--- src/rtl/debounce_pkg.sv ---
// Shared types and helpers for the multi-channel debouncer.
package debounce_pkg;

  typedef enum logic [1:0] {
    STABLE  = 2'd0,
    BOUNCE1 = 2'd1,
    BOUNCE2 = 2'd2
  } filt_state_t;

  typedef enum logic {
    UNLOCKED = 1'b0,
    LOCKED   = 1'b1
  } lock_state_t;

  // Increment v, holding at the all-ones value of a w-bit word (w <= 64).
  function automatic logic [63:0] sat_inc(input logic [63:0] v, input int unsigned w);
    logic [63:0] lim;
    lim = (w >= 64) ? '1 : ((64'd1 << w) - 64'd1);
    return (v >= lim) ? lim : v + 64'd1;
  endfunction

endpackage

--- src/rtl/debounce_chan.sv ---
// One debounce channel: 2-FF synchroniser, bounce filter and software lock stage.
//   filter state | meaning
//   STABLE       | s matches debounced value
//   BOUNCE1      | s differs from value, timing toward commit
//   BOUNCE2      | s returned to value, timing toward quiet
//   lock state   | meaning
//   UNLOCKED     | outputs track commits
//   LOCKED       | event latched, waiting for unlock
module debounce_chan
  import debounce_pkg::*;
#(
  parameter int POS_WIDTH   = 32,
  parameter int TIMER_WIDTH = 32,
  parameter int CYCLE_WIDTH = 8
) (
  input  logic                   clk,
  input  logic                   reset,
  input  logic                   sig_in,
  input  logic                   invert,
  input  logic                   rise_en,
  input  logic                   fall_en,
  input  logic                   unlock,
  input  logic [POS_WIDTH-1:0]   pos_in,
  input  logic [TIMER_WIDTH-1:0] timeout,
  output logic                   sig_out,
  output logic                   sig_changed,
  output logic [POS_WIDTH-1:0]   pos_out,
  output logic [TIMER_WIDTH-1:0] max_bounce,
  output logic [CYCLE_WIDTH-1:0] cycles
);

  logic                   sync1, sync2, value, commit;
  logic [TIMER_WIDTH-1:0] timer;
  logic [POS_WIDTH-1:0]   start_pos;
  filt_state_t            filt_state, filt_nxt;
  lock_state_t            lock_state, lock_nxt;

  logic                   s, edge_en, record;
  logic                   value_nxt, commit_nxt, sig_out_nxt, chg_nxt;
  logic [TIMER_WIDTH-1:0] timer_nxt, timer_inc, mb_nxt;
  logic [POS_WIDTH-1:0]   start_pos_nxt, pos_nxt;
  logic [CYCLE_WIDTH-1:0] cyc_nxt, cyc_inc;

  assign s         = sync2 ^ invert;
  assign edge_en   = value ? rise_en : fall_en;
  assign timer_inc = TIMER_WIDTH'(sat_inc(64'(timer), TIMER_WIDTH));
  assign cyc_inc   = CYCLE_WIDTH'(sat_inc(64'(cycles), CYCLE_WIDTH));

  always_ff @(posedge clk) begin
    if (reset) begin
      sync1       <= 1'b0;
      sync2       <= 1'b0;
      filt_state  <= STABLE;
      value       <= 1'b0;
      timer       <= '0;
      start_pos   <= '0;
      max_bounce  <= '0;
      commit      <= 1'b0;
      lock_state  <= UNLOCKED;
      sig_out     <= 1'b0;
      sig_changed <= 1'b0;
      pos_out     <= '0;
      cycles      <= '0;
    end else begin
      sync1       <= sig_in;
      sync2       <= sync1;
      filt_state  <= filt_nxt;
      value       <= value_nxt;
      timer       <= timer_nxt;
      start_pos   <= start_pos_nxt;
      max_bounce  <= mb_nxt;
      commit      <= commit_nxt;
      lock_state  <= lock_nxt;
      sig_out     <= sig_out_nxt;
      sig_changed <= chg_nxt;
      pos_out     <= pos_nxt;
      cycles      <= cyc_nxt;
    end
  end

  always_comb begin
    filt_nxt = filt_state;
    case (filt_state)
      STABLE:  if (s != value) filt_nxt = BOUNCE1;
      BOUNCE1: if (s == value) filt_nxt = BOUNCE2;
               else if (timer > timeout) filt_nxt = STABLE;
      BOUNCE2: if (s != value) filt_nxt = BOUNCE1;
               else if (timer > timeout) filt_nxt = STABLE;
      default: filt_nxt = STABLE;
    endcase
  end

  // Timer comparison uses the pre-increment value, so a clean step commits T+5 edges after it arrives.
  always_comb begin
    timer_nxt     = timer;
    value_nxt     = value;
    start_pos_nxt = start_pos;
    commit_nxt    = 1'b0;
    record        = 1'b0;
    case (filt_state)
      STABLE: begin
        if (s != value) begin
          timer_nxt     = '0;
          start_pos_nxt = pos_in;
        end
      end
      BOUNCE1: begin
        if (s == value) begin
          timer_nxt = '0;
          record    = 1'b1;
        end else begin
          timer_nxt = timer_inc;
          if (timer > timeout) begin
            value_nxt  = s;
            commit_nxt = 1'b1;
          end
        end
      end
      BOUNCE2: begin
        if (s != value) begin
          timer_nxt = '0;
          record    = 1'b1;
        end else begin
          timer_nxt = timer_inc;
        end
      end
      default: timer_nxt = '0;
    endcase

    mb_nxt = max_bounce;
    if (record) begin
      if (timer > max_bounce) mb_nxt = timer;
    end else if (unlock) begin
      mb_nxt = '0;
    end
  end

  always_comb begin
    lock_nxt = lock_state;
    case (lock_state)
      UNLOCKED: if (commit && edge_en) lock_nxt = LOCKED;
      LOCKED:   if (unlock) lock_nxt = UNLOCKED;
      default:  lock_nxt = UNLOCKED;
    endcase
  end

  // An unlock coinciding with a commit releases the lock and drops that commit from the count.
  always_comb begin
    sig_out_nxt = sig_out;
    chg_nxt     = sig_changed;
    pos_nxt     = pos_out;
    cyc_nxt     = cycles;
    case (lock_state)
      UNLOCKED: begin
        if (commit) begin
          sig_out_nxt = value;
          cyc_nxt     = cyc_inc;
          if (edge_en) begin
            pos_nxt = start_pos;
            chg_nxt = 1'b1;
          end
        end
      end
      LOCKED: begin
        if (unlock) begin
          chg_nxt     = 1'b0;
          sig_out_nxt = value;
        end else if (commit) begin
          cyc_nxt = cyc_inc;
        end
      end
      default: chg_nxt = 1'b0;
    endcase
  end

endmodule

--- src/rtl/debounce_multi.sv ---
// Multi-channel endstop debouncer: CHANNELS independent debounce_chan instances
// sharing a timeout, plus a registered OR of the latched event flags.
module debounce_multi
  import debounce_pkg::*;
#(
  parameter int CHANNELS    = 4,
  parameter int POS_WIDTH   = 32,
  parameter int TIMER_WIDTH = 32,
  parameter int CYCLE_WIDTH = 8
) (
  input  logic                            clk,
  input  logic                            reset,
  input  logic [CHANNELS-1:0]             sig_in,
  input  logic [CHANNELS-1:0]             invert,
  input  logic [CHANNELS-1:0]             rise_en,
  input  logic [CHANNELS-1:0]             fall_en,
  input  logic [CHANNELS-1:0]             unlock,
  input  logic [CHANNELS*POS_WIDTH-1:0]   pos_in,
  input  logic [TIMER_WIDTH-1:0]          timeout,
  output logic [CHANNELS-1:0]             sig_out,
  output logic [CHANNELS-1:0]             sig_changed,
  output logic                            any_changed,
  output logic [CHANNELS*POS_WIDTH-1:0]   pos_out,
  output logic [CHANNELS*TIMER_WIDTH-1:0] max_bounce,
  output logic [CHANNELS*CYCLE_WIDTH-1:0] cycles
);

  for (genvar i = 0; i < CHANNELS; i++) begin : g_chan
    debounce_chan #(
      .POS_WIDTH  (POS_WIDTH),
      .TIMER_WIDTH(TIMER_WIDTH),
      .CYCLE_WIDTH(CYCLE_WIDTH)
    ) u_chan (
      .clk        (clk),
      .reset      (reset),
      .sig_in     (sig_in[i]),
      .invert     (invert[i]),
      .rise_en    (rise_en[i]),
      .fall_en    (fall_en[i]),
      .unlock     (unlock[i]),
      .pos_in     (pos_in[i*POS_WIDTH +: POS_WIDTH]),
      .timeout    (timeout),
      .sig_out    (sig_out[i]),
      .sig_changed(sig_changed[i]),
      .pos_out    (pos_out[i*POS_WIDTH +: POS_WIDTH]),
      .max_bounce (max_bounce[i*TIMER_WIDTH +: TIMER_WIDTH]),
      .cycles     (cycles[i*CYCLE_WIDTH +: CYCLE_WIDTH])
    );
  end

  always_ff @(posedge clk) begin
    if (reset) any_changed <= 1'b0;
    else       any_changed <= |sig_changed;
  end

endmodule

--- config.mk ---
export PLATFORM = sky130hd
export DESIGN_NAME = debounce_multi
export DESIGN_NICKNAME = d
export VERILOG_FILES = /design/src/rtl/debounce_pkg.sv /design/src/rtl/debounce_chan.sv /design/src/rtl/debounce_multi.sv
export SDC_FILE = /design/constraint.sdc
export NUM_CORES = 2
export LEC_CHECK = 0
export BUFFER_PORTS_ARGS = -buffer_cell sky130_fd_sc_hd__buf_2
export CAP_MARGIN = 25
export CORE_ASPECT_RATIO = 0.5
export CORE_MARGIN = 4
export CORE_UTILIZATION = 33
export DETAILED_ROUTE_END_ITERATION = 10
export MAX_ROUTING_LAYER = met4
export SLEW_MARGIN = 20
export SYNTH_ARGS = -nofsm -noshare
export SYNTH_HDL_FRONTEND = slang
export SYNTH_SLANG_ARGS = --single-unit
--- constraint.sdc ---
create_clock -name clk -period 5.3 [get_ports clk]
set_input_delay 0.265 -clock clk [delete_from_list [all_inputs] [get_ports clk]]
set_output_delay 0.265 -clock clk [all_outputs]
set_load 0.02 [all_outputs]
# Yosys cells after proc, flatten, opt, wreduce, memory -nomap -nowiden
# Cells that the tools add are included.
totals:
  regBits: 581
  rom_bits: 0
  mem_count: 0
  out_inout_bits: 297
  inputBits: 182
  ram_bits: 0
  latchBits: 0
op_classes:
  multipliers: 0
  shifts: 0
  n_div: 0
  n_reduce_logical: 41
  magnitude_cmp: 16
  mux: 128
  n_eq_ne: 40
  add_sub_neg: 8
  n_bitwise: 16
op_table:
  columns: ["operator", "count"]
  rows:
  - ["32-bit two-way mux", 28]
  - ["32-bit one-hot mux with 3 select lines", 4]
  - ["32-bit > comparator", 8]
  - ["32-bit by 1-bit adder with 32-bit output, second input constant", 4]
  - ["32-bit >= comparator, second input constant", 4]
  - ["8-bit two-way mux", 12]
  - ["8-bit one-hot mux with 2 select lines", 4]
  - ["1-bit two-way mux", 44]
  - ["3-bit AND reduction", 12]
  - ["8-bit by 1-bit adder with 8-bit output, second input constant", 4]
  - ["8-bit >= comparator, second input constant", 4]
  - ["2-bit two-way mux", 16]
  - ["1-bit one-hot mux with 2 select lines", 16]
  - ["2-bit by 1-bit != test with 1-bit output, second input constant", 12]
  - ["2-bit != test, second input constant", 12]
  - ["2-bit one-hot mux with 3 select lines", 4]
  - ["2-bit AND reduction", 12]
  - ["1-bit NOT", 12]
  - ["3-bit OR reduction", 4]
  - ["2-bit by 1-bit equality test with 1-bit output, second input constant", 4]
  - ["2-bit equality test, second input constant", 4]
  - ["2-bit logical NOT", 4]
  - ["2-bit nonzero test", 4]
  - ["1-bit equality test", 4]
  - ["4 further kinds", 13]

# Depth between registers and ports, before layout
depth:
  ltp_word: 6
  mapped_depth: 10

# By module
# Synthesis repeated with hierarchy kept, for this count alone.
hier_totals:
  hier_cells: 3972
  hier_area_um2: 31292.5
by_module_without_submodules:
  columns: ["mod", "cells_each", "instances", "seq_area_each_um2", "area_per_inst_um2"]
  rows:
  - ["debounce_chan at g_chan[0].u_chan ...", 984, 2, 2902.8, 7721.2]
  - ["debounce_chan at g_chan[3].u_chan", 988, 1, 2902.8, 7920.1]
  - ["debounce_chan at g_chan[2].u_chan", 1013, 1, 2902.8, 7900.1]
  - ["debounce_multi", 3, 1, 20.0, 30.0]

# Worst setup path before layout
# OpenSTA, ideal clock, no wires.
synth_path:
  path_kind: "reg-to-reg"
  from: "reg g_chan[1].u_chan.max_bounce[11]"
  to: "reg g_chan[1].u_chan.max_bounce[10]"
  setup_time_ps: 72
  t_required_ps: 5228
  arrival_time_ps: 2357
  period_less_slack_ps: 2429
  path_stages_with_launch: 10
  path_buffers: 1
  slack_ps: 2871
  cell_sequence: "dfxtp_1 -> inv_1 -> ha_1 -> nand4_1 -> or2_2 -> a211oi_1 -> o41ai_1 -> a211oi_2 -> buf_2 -> mux2i_1"
synth_between:
  elab_chain_len: 3
synth_lines:
  columns: ["element", "line", "source"]
  rows:
  - ["from (decl)", "debounce_chan.sv:28", "output logic [TIMER_WIDTH-1:0] max_bounce,"]
  - ["from (signal assigned)", "debounce_chan.sv:71", "max_bounce <= mb_nxt;"]
  - ["32-bit > comparator", "debounce_chan.sv:132", "if (timer > max_bounce) mb_nxt = timer;"]
  - ["2-bit != test (no source line)", null, null]
  - ["2-bit AND reduction (no source line)", null, null]
# No other way between the ends.
# A chain may end at the register's enable or synchronous reset.

# Worst setup path in the final report
layout_path:
  from: "reg g_chan[1].u_chan.timer[1]"
  to: "reg g_chan[1].u_chan.timer[1]"
layout_between:
  elab_chain_len: 4
layout_lines:
  columns: ["element", "line", "source"]
  rows:
  - ["from (decl)", "debounce_chan.sv:33", "logic [TIMER_WIDTH-1:0] timer;"]
  - ["from (signal assigned)", "debounce_chan.sv:69", "timer <= timer_nxt;"]
  - ["32-bit by 1-bit adder with 32-bit output / 32-bit >= comparator (equally long branches)", "debounce_pkg.sv:19", "return (v >= lim) ? lim : v + 64'd1;"]
  - ["32-bit two-way mux (*)", "debounce_pkg.sv:19", null]
  - ["32-bit two-way mux (on tied branches)", "debounce_chan.sv:120, debounce_chan.sv:108", null]
  - ["32-bit one-hot mux with 3 select lines (*)", "debounce_chan.sv:100", "case (filt_state)"]
# Mark *: on every way between the ends. The rest lies on a longest branch, timed or not.

==> results.json <==
{
  "grt_setup_unrepaired": "false",
  "p_leak_nw": 15.3,
  "arrival_ps": 4010,
  "numCtsBuffers": 57,
  "min_from": "invert[1]",
  "p_sw_frac": 0.266,
  "vdd_drop_max_mv": 0.253,
  "area_growth_pct": 23.7,
  "clockBufferDepth": 3,
  "reg2reg_to": "g_chan[1].u_chan.timer[1]$_SDFFE_PP0P_",
  "portBuffers": 478,
  "async_reset_ff_frac": 0,
  "finClkSkew_ps": 35.9,
  "synth.most_common_cell": "nand2_1",
  "tightestPinTransition_ps": 1050,
  "cts-root-buf": "clkbuf_16",
  "hp-class": "input port to register",
  "clock_power_share": 0.440,
  "dieArea_um2": 96200,
  "p_int_mw": 7.41,
  "nNetsFinal": 4863,
  "synth-edff-count": 0,
  "placementRows": 77,
  "drc": 0,
  "first_pass_iters": 5,
  "syn_area_um2": 30000,
  "synth_ff_type": "dfxtp_1",
  "synth_area_per_cell_um2": 7.78,
  "insertion_delay_ps": 660,
  "io_pins": 479,
  "cts_tree": "built",
  "yosysSeqAreaShare": 0.387,
  "finalSetupTns_ps": 0,
  "viasPerCell": 5.29,
  "worst_setup_path_start_kind": "register",
  "p_comb_frac": 0.110,
  "first_iter_violations": 2260,
  "status": "completed",
  "cp_max_fo": 17,
  "h-tree-depth": 2,
  "worstHoldPathCells": 3,
  "final_hold_viol_count": 0,
  "r2r_cells": 8,
  "drv_slew": 0,
  "reg2reg_from": "g_chan[1].u_chan.timer[1]$_SDFFE_PP0P_",
  "ys_ff_latch": 581,
  "yosysWarnings": 0,
  "setup_viol": 0,
  "ff2ff_setup_slack_ps": 1840,
  "power.density_nw_per_um2": 272,
  "ys_types": 81,
  "cp-startpoint": "g_chan[1].u_chan.timer[1]$_SDFFE_PP0P_",
  "grt_pass1_vias": 28700,
  "grt_overflow": 0,
  "grt_pass1_wl_um": 163000,
  "num_vias": 29800,
  "p_seq_frac": 0.451,
  "layout.cells.non_filler": 5637,
  "drtAntennaViolNets": 0,
  "hpwl_um": 77100,
  "period_minus_slack_ps": 3460,
  "yosys.area.top_type": "dfxtp_1",
  "antenna_found_initial": 8,
  "synth_cells": 3860,
  "switchingPower_mw": 2.69,
  "grtUsageTotal": 0.217,
  "fmax_mhz": 289,
  "wirelength_um": 106000,
  "slew_headroom": 0.299,
  "cp.required_ps": 5850,
  "drive_above_1_share": 0.149,
  "post_cts_buffers": 0,
  "grt_start_max_net_pins": 97,
  "place_congestion": 0.921,
  "syn-num-nets": 4322,
  "coreArea_um2": 89300,
  "start_util": 0.336,
  "die_h_um": 221,
  "final.period_utilization": 0.652,
  "cap_violations": 0,
  "path_class": "register to register",
  "holdPathEnd": "g_chan[1].u_chan.value$_SDFFE_PP0P_",
  "dieWidth_um": 435,
  "synth_area_leaders": "dfxtp_1 (39%), nand2_1 (12%), ha_1 (12%)",
  "dp_cells": 5370,
  "clk_pin_slew_ps": 60,
  "ys_top_cells_by_count": "nand2_1 (941), dfxtp_1 (581), a21oi_1 (506)",
  "endpoint_kind": "register",
  "yosysTopAreaCellShare": 0.387,
  "cts_num_sinks": 581,
  "wl_per_cell_um": 18.7
}
[per-stage QoR]
step	hold WS, ps	power, mW	cell area [um2]	utilization	setup slack, ps
after floorplan	393	5.27	30000	-	2870
after global placement	420	5.60	33500	0.375	2030
after detailed placement	425	5.63	33500	0.375	1920
after CTS	14.1	10.2	37100	0.415	1900
after global routing	37.2	10.5	37200	0.416	1670
final	80.8	10.1	37200	0.416	1840
[sequential cells by signal (all words and copies together), names as in the netlist]
register and cells:
g_chan.u_chan.pos_out 128, g_chan.u_chan.filt_state 8, any_changed 1, g_chan.u_chan.sig_out 4
g_chan.u_chan.lock_state 4, g_chan.u_chan.sync2 4, g_chan.u_chan.cycles 32, g_chan.u_chan.value 4
g_chan.u_chan.sig_changed 4, g_chan.u_chan.max_bounce 128, g_chan.u_chan.sync1 4, g_chan.u_chan.start_pos 128
g_chan.u_chan.timer 128, g_chan.u_chan.commit 4
[worst max-delay path, cell delays in order (launching register included)]
cell     delay (ps)
dfxtp_1         510
ha_1            260
nand3_1         140
nor2_1          640
nand3_1         260
nor3_2          890
buf_4           390
o21ai_0         110
a21oi_1         180
[cell families (layout without fill, tap and decap cells)]
logic type / count (synthesis) / count (layout) / synth area share
DFF: 581 / 581 / 0.387
adders and majority gates: 280 / 280 / 0.117
AOI/OAI and AO/OA: 916 / 916 / 0.169
muxes: 139 / 139 / 0.0465
and+or+nand+nor: 1525 / 1525 / 0.222
other: 0 / 7 / 0
buffers and inverters: 401 / 986 / 0.0523
xor gates and xnor gates: 18 / 18 / 0.00621
[how the worst max path moves through the flow]
stage	endpoint	depth (start not counted)
after floorplan	g_chan[1].u_chan.max_bounce[10]$_SDFFE_PP0P_	9
after global placement	g_chan[1].u_chan.timer[9]$_SDFFE_PP0P_	8
after detailed placement	g_chan[1].u_chan.timer[1]$_SDFFE_PP0P_	8
after CTS	g_chan[1].u_chan.timer[1]$_SDFFE_PP0P_	8
after global routing	g_chan[1].u_chan.timer[9]$_SDFFE_PP0P_	8
final	g_chan[1].u_chan.timer[1]$_SDFFE_PP0P_	8
[cells in the final DEF (no fill, tap or decap), types with 57 or more instances in the layout]
cell type / count
mux2i_1: 135
clkbuf_16: 57
nor3_1: 67
ha_1: 280
dlygate4sd3_1: 154
o21ai_0: 188
nand2_1: 941
dfxtp_1: 581
nand3_1: 76
inv_1: 205
nand4_1: 79
a21oi_1: 501
buf_2: 477
nor2_1: 186
[timing repair]
action	in CTS	in global routing
hold buffers	154	0
hold endpoints to repair	161	0
gates resized for setup	0	0
[layout make-up]
type	count	area, um2
clock inverter	24	412
clock buffer	79	1610
sequential	581	11600
timing repair buffer	677	4340
tap	1185	1480
multi-input combinational	2878	16900
inverter	206	776
antenna	7	17.5
fill	8939	52200
[power groups by stage]
stage               registers [mW]  clock network (mW)  logic, mW
floorplan                     4.63                   0      0.646
global placement              4.64                   0      0.962
detailed placement            4.64                   0      0.982
CTS                           4.55                4.55       1.08
global route                  4.56                4.74       1.22
finish                        4.55                4.44       1.11
[metal layers]
layer  track usage  routed length, um
met1         0.257              43600
met2         0.367              51500
met3        0.0359               6310
met4        0.0870               4250
met5             -                  0
No activity file was read; power rests on OpenSTA's default activity.
